**config.mk**
```make
export PLATFORM = sky130hd
export DESIGN_NAME = ascon_perm_scheduler
export DESIGN_NICKNAME = d
export VERILOG_FILES = /design/src/rtl/ascon_perm_scheduler.sv
export SDC_FILE = /design/constraint.sdc
export NUM_CORES = 1
export LEC_CHECK = 0
export BUFFER_PORTS_ARGS = -buffer_cell sky130_fd_sc_hd__buf_4
export CORE_AREA = 3 3 634 636
export DETAILED_ROUTE_END_ITERATION = 6
export DIE_AREA = 0 0 637 639
export SYNTH_ARGS = -nofsm -noshare
export SYNTH_HDL_FRONTEND = slang
export SYNTH_SLANG_ARGS = --single-unit
```
**constraint.sdc**
```tcl
create_clock -name clk -period 2.1 [get_ports clk]
set_input_delay 0.105 -clock clk [delete_from_list [all_inputs] [get_ports clk]]
set_output_delay 0.105 -clock clk [all_outputs]
set_load 0.1 [all_outputs]
```
**src/rtl/ascon_perm_scheduler.sv**
```systemverilog
// Shares one single-round Ascon permutation unit between two requesters (round-robin on ties).
// Optional busy-cycle performance counter: define ASCON_PERM_SCHED_BUSY_CNT_EN.
//
// state | meaning
// IDLE  | waiting for a job; grant is computed combinationally and the winner is accepted
// RUN   | one round per cycle through the external round unit, ROUNDS cycles
// DONE  | permuted state held on res_state until the owner takes it
module ascon_perm_scheduler #(
  parameter int ROUNDS = 12,
  parameter int CNT_W  = 4
) (
  input  logic         clk,
  input  logic         rst,
  input  logic         req0_valid,
  output logic         req0_ready,
  input  logic [319:0] req0_state,
  input  logic         req1_valid,
  output logic         req1_ready,
  input  logic [319:0] req1_state,
  output logic         res_valid,
  input  logic         res_ready,
  output logic         res_id,
  output logic [319:0] res_state,
  output logic [319:0] round_state_o,
  output logic [7:0]   round_const_o,
  input  logic [319:0] round_state_i,
  output logic         busy,
  output logic [31:0]  busy_cycles
);

  typedef enum logic [1:0] {
    S_IDLE,
    S_RUN,
    S_DONE
  } fsm_t;

  // Shorter jobs use the tail of the p12 constant schedule.
  localparam logic [3:0] R_OFS = 4'(12 - ROUNDS);

  fsm_t             fsm_q, fsm_d;
  logic [319:0]     st_q;
  logic [CNT_W-1:0] cnt_q;
  logic             res_id_q;
  logic             last_grant_q;
  logic             grant;
  logic             accept;
  logic             last_round;
  logic [3:0]       r_idx;

  always_comb begin
    grant = 1'b0;
    if (req0_valid && req1_valid) grant = ~last_grant_q;
    else if (req1_valid)          grant = 1'b1;
  end

  assign req0_ready = (fsm_q == S_IDLE) && req0_valid && !grant;
  assign req1_ready = (fsm_q == S_IDLE) && req1_valid && grant;
  assign accept     = req0_ready || req1_ready;
  assign last_round = (cnt_q == CNT_W'(ROUNDS - 1));

  always_comb begin
    fsm_d = fsm_q;
    case (fsm_q)
      S_IDLE:  if (accept)     fsm_d = S_RUN;
      S_RUN:   if (last_round) fsm_d = S_DONE;
      S_DONE:  if (res_ready)  fsm_d = S_IDLE;
      default: fsm_d = S_IDLE;
    endcase
  end

  assign r_idx = R_OFS + 4'(cnt_q);

  always_comb begin
    round_const_o = 8'h00;
    if (fsm_q == S_RUN) round_const_o = {4'hF - r_idx, r_idx};
  end

  always_ff @(posedge clk) begin
    if (rst) begin
      fsm_q        <= S_IDLE;
      st_q         <= '0;
      cnt_q        <= '0;
      res_id_q     <= 1'b0;
      last_grant_q <= 1'b1;
    end else begin
      fsm_q <= fsm_d;
      case (fsm_q)
        S_IDLE: begin
          if (accept) begin
            st_q         <= grant ? req1_state : req0_state;
            cnt_q        <= '0;
            res_id_q     <= grant;
            last_grant_q <= grant;
          end
        end
        S_RUN: begin
          st_q  <= round_state_i;
          cnt_q <= cnt_q + CNT_W'(1);
        end
        default: ;
      endcase
    end
  end

  assign busy          = (fsm_q != S_IDLE);
  assign res_valid     = (fsm_q == S_DONE);
  assign res_state     = st_q;
  assign res_id        = res_id_q;
  assign round_state_o = st_q;

`ifdef ASCON_PERM_SCHED_BUSY_CNT_EN
  logic [31:0] busy_cnt_q;

  always_ff @(posedge clk) begin
    if (rst)                           busy_cnt_q <= '0;
    else if (busy && busy_cnt_q != '1) busy_cnt_q <= busy_cnt_q + 32'd1;
  end

  assign busy_cycles = busy_cnt_q;
`else
  assign busy_cycles = 32'd0;
`endif

endmodule

```
-- Word level (Yosys, flattened, before mapping)
Index checks and enable logic that the tools add are counted.
- register bits after elaboration: 328
- word-level logic and storage cells: 39
- reduce and logical (&&, ||, !) cells: 13
- equal/unequal tests: 6
- multiplexer cells: 12
- bitwise gates (word level): 1
- $add $sub $neg: 2
- operators by type and width (operator ; count):
    $mux W320 ; 2
    $pmux W320 S2 ; 1
    $mux W8 ; 1
    $pmux W4 S2 ; 1
    $mux W2 ; 3
    $pmux W2 S3 ; 1
    $logic_and A1 B1 Y1 ; 5
    $add A4 B1 Y4 const B ; 1
    $eq A4 B4 Y1 const B ; 1
    $mux W4 ; 1
    $ne A2 B2 Y1 const B ; 2
    $reduce_and A2 Y1 ; 2
    $reduce_bool A2 Y1 ; 2
    $sub A4 B4 Y4 const A ; 1
    $reduce_and A3 Y1 ; 1
    $eq A2 B1 Y1 const B ; 1
    $eq A2 B2 Y1 const B ; 1
    $logic_not A2 Y1 ; 1
    $mux W1 ; 2
    $ne A2 B1 Y1 const B ; 1
    $logic_not A1 Y1 ; 1
    $logic_or A1 B1 Y1 ; 1
    $not A1 Y1 ; 1

-- Longest topological paths before layout
Gate-level depths: netlist (run 1).
- depth in word-level cells: 7
- gate-level depth with buffers: 8
- depth with buffers taken out: 4

-- Least setup slack after synthesis (run 1)
No wires, ideal clock.
- path type: flip-flop to flip-flop
- start point: reg last_grant_q
- end point: reg res_id_q (netlist: res_id)
- data required time: 2.025 ns
- arrival: 3.083 ns
- cell stages (with the launch flop): 7
- path slack: -1.059 ns
- path through: dfxtp_1 -> a21bo_2 -> buf_2 -> buf_2 -> nor3_1 -> a21oi_1 -> nor2_1
- elaborated cells on any way between the ends: 7
- RTL lines (what ; RTL line ; source):
    start, declared ; 44 ; logic last_grant_q;
    start signal, assigned ; 93 ; last_grant_q <= grant;
    $not A1 Y1 ; 52 ; if (req0_valid && req1_valid) grant = ~last_grant_q;
    $mux W1 ; 52 ;
    $logic_and A1 B1 Y1 ; 57 ; assign req1_ready = (fsm_q == S_IDLE) && req1_valid && grant;
    via req1_ready ; 18 ; output logic req1_ready,
    $logic_or A1 B1 Y1 ; 58 ; assign accept = req0_ready || req1_ready;
    $reduce_and A2 Y1 (no source line) ; -- ;
    end signal, assigned ; 92 ; res_id_q <= grant;
    end, declared ; 43 ; logic res_id_q;
The timed path passes the listed nets, and every way through them passes these cells.
A chain may end at the register's enable or synchronous reset.

-- Final worst setup path (run 1)
- start point: reg last_grant_q
- end point: reg st_q[176] (netlist: res_state[176])
- longest elaborated chain between the ends: 7
- elaborated cells on any way between the ends: 11
- ends and longest elaborated chain (what ; RTL line ; source):
    $not A1 Y1 (*) ; 52 ;
    $mux W1 (*) ; 52 ;
    $logic_not A1 Y1 ; 56 ; assign req0_ready = (fsm_q == S_IDLE) && req0_valid && !grant;
    $logic_and A1 B1 Y1 ; 56 ;
    $logic_or A1 B1 Y1 ; 58 ;
    $ne A2 B2 Y1 (no source line) ; -- ;
    $reduce_and A2 Y1 (no source line) ; -- ;
    end signal, assigned ; 90 ; st_q <= grant ? req1_state : req0_state;
    end signal, assigned ; 97 ; st_q <= round_state_i;
    end, declared ; 41 ; logic [319:0] st_q;
Mark *: on every way between the ends. The rest lies on a longest branch, timed or not. The select of a mux whose other input is x is not followed.

==> out/metrics.cfg, run 1 <==
[placement]
preCtsSetupSlack_ns=-0.0625
portBuffers=1617
dp_hpwl_mm=316
place_congestion=0.926

[timing]
final-setup-viol-count=0
rsz0062_at_grt=yes
layout_setup_ws_ns=0.0149
max_freq_mhz=480
worst_slew_pin_slew_ns=0.725
finalCriticalPeriod_ns=2.09
hold_viol=0
slew_viol_final=0
fin_skew_ns=0.0247
relSlewSlack_pct=51.7
min_period_over_period_pct=99.3
fin_tns_setup_ns=0

[synth]
ys_warn_count=0
synthMostInstantiatedCell=buf_4
synth_cell_type_count=36
async_flop_share_pct=0
synth_top_area_cell=dfxtp_1
yosysTopAreaCellShare_pct=32.8
synth.cell_area_um2=20000
synth_area_leaders=dfxtp_1 33%, a22oi_2 19%, mux2i_1 16%
netlist_instances=1876
yosysSeqAreaShare_pct=32.8
synth_edf_count=0
ys_ff_latch=328
syn_area_per_cell_um2=10.7
netlist_top_cells_count=365 x buf_4, 328 x dfxtp_1, 317 x mux2i_1, 299 x o22ai_1, 298 x a22oi_2
yosys_most_used_dff=dfxtp_1

[pwr]
powerDensity_nw_per_um2=811
vdd_drop_max_mv=0.578
finalPower_mw=39.9
leakagePower_nw=20.5

[global_route]
grt_first_pass_wirelength_mm=419
grt_max_degree=101
grt_pass1_vias=28400
antenna_found_initial=252
grt_use_total_pct=16.8
gr-total-overflow=0

[clock_network]
cts_buffer_depth=3
numCtsBuffers=51
clkLatencyLatePin_ns=0.72
numClockSinks=328
cts.htree.levels=2
clk_pin_slew_ns=0.06
cts_tree=yes
cts_root_buffer=clkbuf_16

[floorplan]
num_rows=231
start_util_pct=5.05
io_pins=1650
die_h_um=639
coreArea_um2=396000
fp.dieArea_um2=407000
die_w_um=637

[worst_setup_path]
startpoint=last_grant_q
endpoint_kind=flip-flop
reg2reg_slack_ns=0.01
max_stage_delay_ns=0.39
critPathMaxFanout=24
critPathCapture=res_state[176]
worstPathArrival_ns=2.65
r2r_start=last_grant_q
slowest_stage=mux2i_1
r2r-end=res_state[176]
cp_data_required_time_ns=2.67
worstRegToRegCells=7
crit_top_cell=buf_4
critical_path_class=flip-flop to flip-flop
path_cells=a21bo_4, buf_16, buf_4, buf_12, mux2i_1, buf_4, o22ai_1
start_kind=flip-flop

[drt]
drt_iter0_drc=2484
via_per_inst=2.97
drc=0
dr.pass1.iters=5
drt-total-wl_mm=359
wire_per_inst_um=37.4
ant_nets=0
via_count=28600

[min_path]
hp-class=input port to flip-flop

[finish]
area_delta_synth_final_pct=146
drive_gt1_share_pct=53.3
final_util_pct=12.4
finish.net_count=5186

[job]
cap_violations=0

[outcome]
status=finished clean

where the power goes:
part | internal (mW) | switching (mW)
Clock | 5.57 | 4.22
Sequential | 6.89 | 1.29
Combinational | 5.65 | 16.2
Total | 18.1 | 21.8
final cells by class:
class / instances / area, um^2
Sequential cell: 328 / 6580
Clock buffer: 61 / 1340
Tap cell: 5242 / 6560
Antenna cell: 97 / 243
Inverter: 1 / 3.75
Clock inverter: 34 / 432
Timing Repair Buffer: 2793 / 24300
Fill cell: 44900 / 347000
Multi-Input combinational cell: 1045 / 9750
per-layer routing:
metal	share of wire (%)	GRT usage [%]	vias to the layer above
met2	46	27.3	2154
li1	-	-	11600
met5	0.24	0.0118	-
met4	3.8	5.19	132
met3	14	10.5	720
met1	36	17.9	13900
worst min path at each step:
stage / start / to / depth (start not counted)
after floorplan: req1_state[279] / res_state[279] / 2
after global placement: req1_state[252] / res_state[252] / 3
after detailed placement: req1_state[120] / res_state[120] / 3
after CTS: req0_state[286] / res_state[286] / 4
after global routing: req0_state[286] / res_state[286] / 4
final: req1_state[215] / res_state[215] / 4
logic make-up (layout without fill, tap and decap cells):
family	count (synthesis)	count (layout)	share of synthesized area, %
compound gates	651	651	30.4
xor+xnor	2	2	0.0875
fa+ha+maj	1	1	0.0625
buf+inv	534	2889	19.7
flops	328	328	32.8
mux	317	317	15.8
other cells	1	129	0.0187
simple gates	42	42	1.09
cells in the final DEF (no fill, tap or decap), types with 5 or more instances in the layout:
master            n
a21oi_1           5
a22oi_1          20
a22oi_2         298
buf_12           46
buf_16            6
buf_4          1757
buf_6            10
bufinv_16         8
clkbuf_1          7
clkbuf_16        54
clkinv_2          6
clkinvlp_4       11
conb_1           32
dfxtp_1         319
dfxtp_2           7
diode_2          97
dlygate4sd3_1   967
inv_6             5
mux2i_1         302
mux2i_2          15
nand2_1           6
nand2b_1          5
nor2_1            7
o22ai_1         299
o22ai_2          18
worst max-delay path: cells and delay by family (launching register included):
kind | cells | cell delay [ns]
compound gates | 2 | 0.26
buf+inv | 4 | 0.89
mux | 1 | 0.39
flops | 1 | 0.35
metrics by stage:
stage	hold WS, ns	area [um^2]	instances
after detailed placement	0.391	36900	8423
final	0.219	49200	9601
after global routing	0.156	49000	9544
after CTS	0.0982	48800	9498
after global placement	0.386	36900	8423
after floorplan	0.275	20200	1907
state kept, by name, indices dropped and copies added (netlist names):
register	count
res_state	320
cnt_q	4
fsm_q	2
last_grant_q	1
res_id	1
what timing repair did:
| item | CTS | global route |
|---|---|---|
| setup buffers | 10 | 4 |
| endpoints found under the setup margin | 23 | 41 |
| resized for setup | 64 | 9 |
| hold endpoints to repair | 328 | 0 |
| hold buffers | 967 | 0 |
| gates cloned | 3 | 3 |
| pin swaps | 3 | 2 |
Power figures use the tool's default switching activity.
==> inputs of run 2 (changes only) <==
CORE_AREA = 3 3 649 651   (was 3 3 634 636)
DIE_AREA = 0 0 652 654   (was 0 0 637 639)
PLACE_DENSITY_LB_ADDON = 0.08   (was default)
clock period = 2.7 ns   (was 2.1 ns; I/O delays follow)
==> run 2 against run 1 <==
Sequential cell count stayed put. Core utilization decreased by 1.1 points. Sequential share of layout area increased by 0.56 points. Global-route usage fell by 4.6 points. Clock power decreased by 14%. Largest power group unchanged.
==> out/metrics.cfg, run 2 (synthesis results as in run 1) <==
[pwr]
vdd_drop_max_mv=0.527  ; -8.8%
p_sw_mw=15.9  ; -27%
swShare_pct=52.3  ; -2.3 points
powerDensity_nw_per_um2=647  ; -20%
p_comb_share_pct=51.8  ; -3.1 points
power_frac_seq_pct=20.7  ; +0.2 points
finalPower_mw=30.5  ; -24%
leakagePower_nw=19.9  ; -2.9%
p_int_mw=14.6  ; -20%
p_clk_share_pct=27.5  ; +2.9 points

[job]
cap_violations=0  ; unchanged

[finish]
drive_gt1_share_pct=53.8  ; +0.51 points
final_util_pct=11.3  ; -1.1 points
nFillCells=48000  ; +6.8%
final_common_cell=buf_4
area_delta_synth_final_pct=135
fin_cells=9552  ; -0.51%
layout_common_cells=1,683 x buf_4, 803 x dlygate4sd3_1, 327 x dfxtp_1, 314 x mux2i_1, 299 x o22ai_1
finalInstanceArea_um2=47100  ; -4.2%
largest_register_ff_count=320  ; unchanged
finish.net_count=4950  ; -4.6%

[floorplan]
io_pins=1650  ; unchanged
coreArea_um2=416000  ; +5.0%
fp.dieArea_um2=426000  ; +4.8%
die_w_um=652  ; +2.4%
start_util_pct=4.81  ; -0.24 points
die_h_um=654  ; +2.3%
num_rows=237  ; +2.6%

[global_route]
antenna_found_initial=58  ; -77%
gr-total-overflow=0  ; unchanged
grt_first_pass_wirelength_mm=331  ; -21%
grt_pass1_vias=26800  ; -5.7%
grt_use_total_pct=12.2  ; -4.6 points
grt_max_degree=56  ; -45%

[placement]
place_congestion=0.783  ; -16%
portBuffers=1617  ; unchanged
dp_hpwl_mm=237  ; -25%
placed_area_um2=36800  ; -0.43%
dp_cells=8608  ; +2.2%
preCtsSetupSlack_ns=0.0966  ; +0.159 ns

[drt]
met2_length_mm=138  ; -16%
maxUsedRoutingLayer=met5
via_count=24400  ; -14%
drt_iter0_drc=875  ; -65%
dr.pass1.iters=4  ; -1
wire_per_inst_um=28.6  ; -24%
ant_nets=0  ; unchanged
wl_met1_mm=104  ; -19%
drc=0  ; unchanged
via_per_inst=2.56  ; -14%
dr_wl_met3_mm=26.4  ; -48%
drt-total-wl_mm=273  ; -24%

[worst_setup_path]
cp_data_required_time_ns=3.30  ; +0.63 ns
worstPathArrival_ns=3.21  ; +0.56 ns
endpoint_kind=flip-flop
critical_path_class=flip-flop to flip-flop
critPathMaxFanout=31  ; +29%
reg2reg_slack_ns=0.09  ; +0.07 ns
start_kind=flip-flop

[clock_network]
clkLatencyLatePin_ns=0.73  ; about the same
numCtsBuffers=61  ; +20%
cts_root_buffer=clkbuf_16
cts_tree=yes
cts.htree.levels=2  ; unchanged
clk_pin_slew_ns=0.06  ; about the same
cts_buffer_depth=3  ; unchanged
numClockSinks=328  ; unchanged

[outcome]
status=finished clean

[timing]
finalCriticalPeriod_ns=2.61  ; +0.527 ns
final-setup-viol-count=0  ; unchanged
worst_slew_pin_slew_ns=0.780  ; +0.0553 ns
worst_hold_slack_ns=0.231  ; +0.0119 ns
rsz0062_at_grt=no
min_period_over_period_pct=96.7  ; -2.6 points
max_freq_mhz=383  ; -20%
layout_setup_ws_ns=0.0883  ; +0.0734 ns
fin_skew_ns=0.0239  ; -0.000773 ns
relSlewSlack_pct=46.9  ; -4.7 points
slew_viol_final=0  ; unchanged
fin_tns_setup_ns=0  ; unchanged
hold_viol=0  ; unchanged

[min_path]
hp-class=input port to flip-flop

## run 2: power by group through the flow
stage	combinational (mW)	clock (mW)	sequential (mW)
floorplan	6.53	0	9.46
global placement	14.8	0	6.49
detailed placement	14.8	0	6.49
CTS	16.2	9.05	6.39
global route	16.5	9.09	6.41
finish	15.8	8.40	6.31
## run 2: area by class of cell
class	count	area, um^2	area share (%)
multi-input combinational	1045	9660	20.5
clock buffer	94	1860	3.96
inverter	1	3.75	0.00797
timing repair buffer	2547	21900	46.5
clock inverter	21	171	0.364
antenna	19	47.5	0.101
tap	5497	6880	14.6
sequential	328	6570	13.9
## run 2: path summary, 6_finish.rpt
| path | start | endpoint | cells past startpoint |
|---|---|---|---|
| max | last_grant_q | res_state[70] | 6 |
| min reg2reg | res_state[138] | res_state[138] | 2 |
| min | req0_state[272] | res_state[272] | 4 |
| max reg2reg | last_grant_q | res_state[70] | 6 |
## run 2: routing by layer
layer	GRT usage, %	up-vias
li1	-	11100
met1	13.4	12200
met2	21.7	934
met3	5.27	171
met4	2.19	22
met5	0	-
## run 2: critical path, stage by stage (launching register included)
cell	delay, ns
dfxtp_1	0.39
a21bo_4	0.23
buf_12	0.24
buf_12	0.29
mux2i_1	0.48
o22ai_1	0.15
dlygate4sd3_1	0.57
## run 2: timing repair
item / 4_1_cts / 5_1_grt
cloned: 1 / 3
setup buffers: 0 / 4
pin swaps: 0 / 1
hold endpoints to repair: 328 / 0
resized for setup: 4 / 7
setup endpoints to repair: 3 / 36
hold buffers: 803 / 0
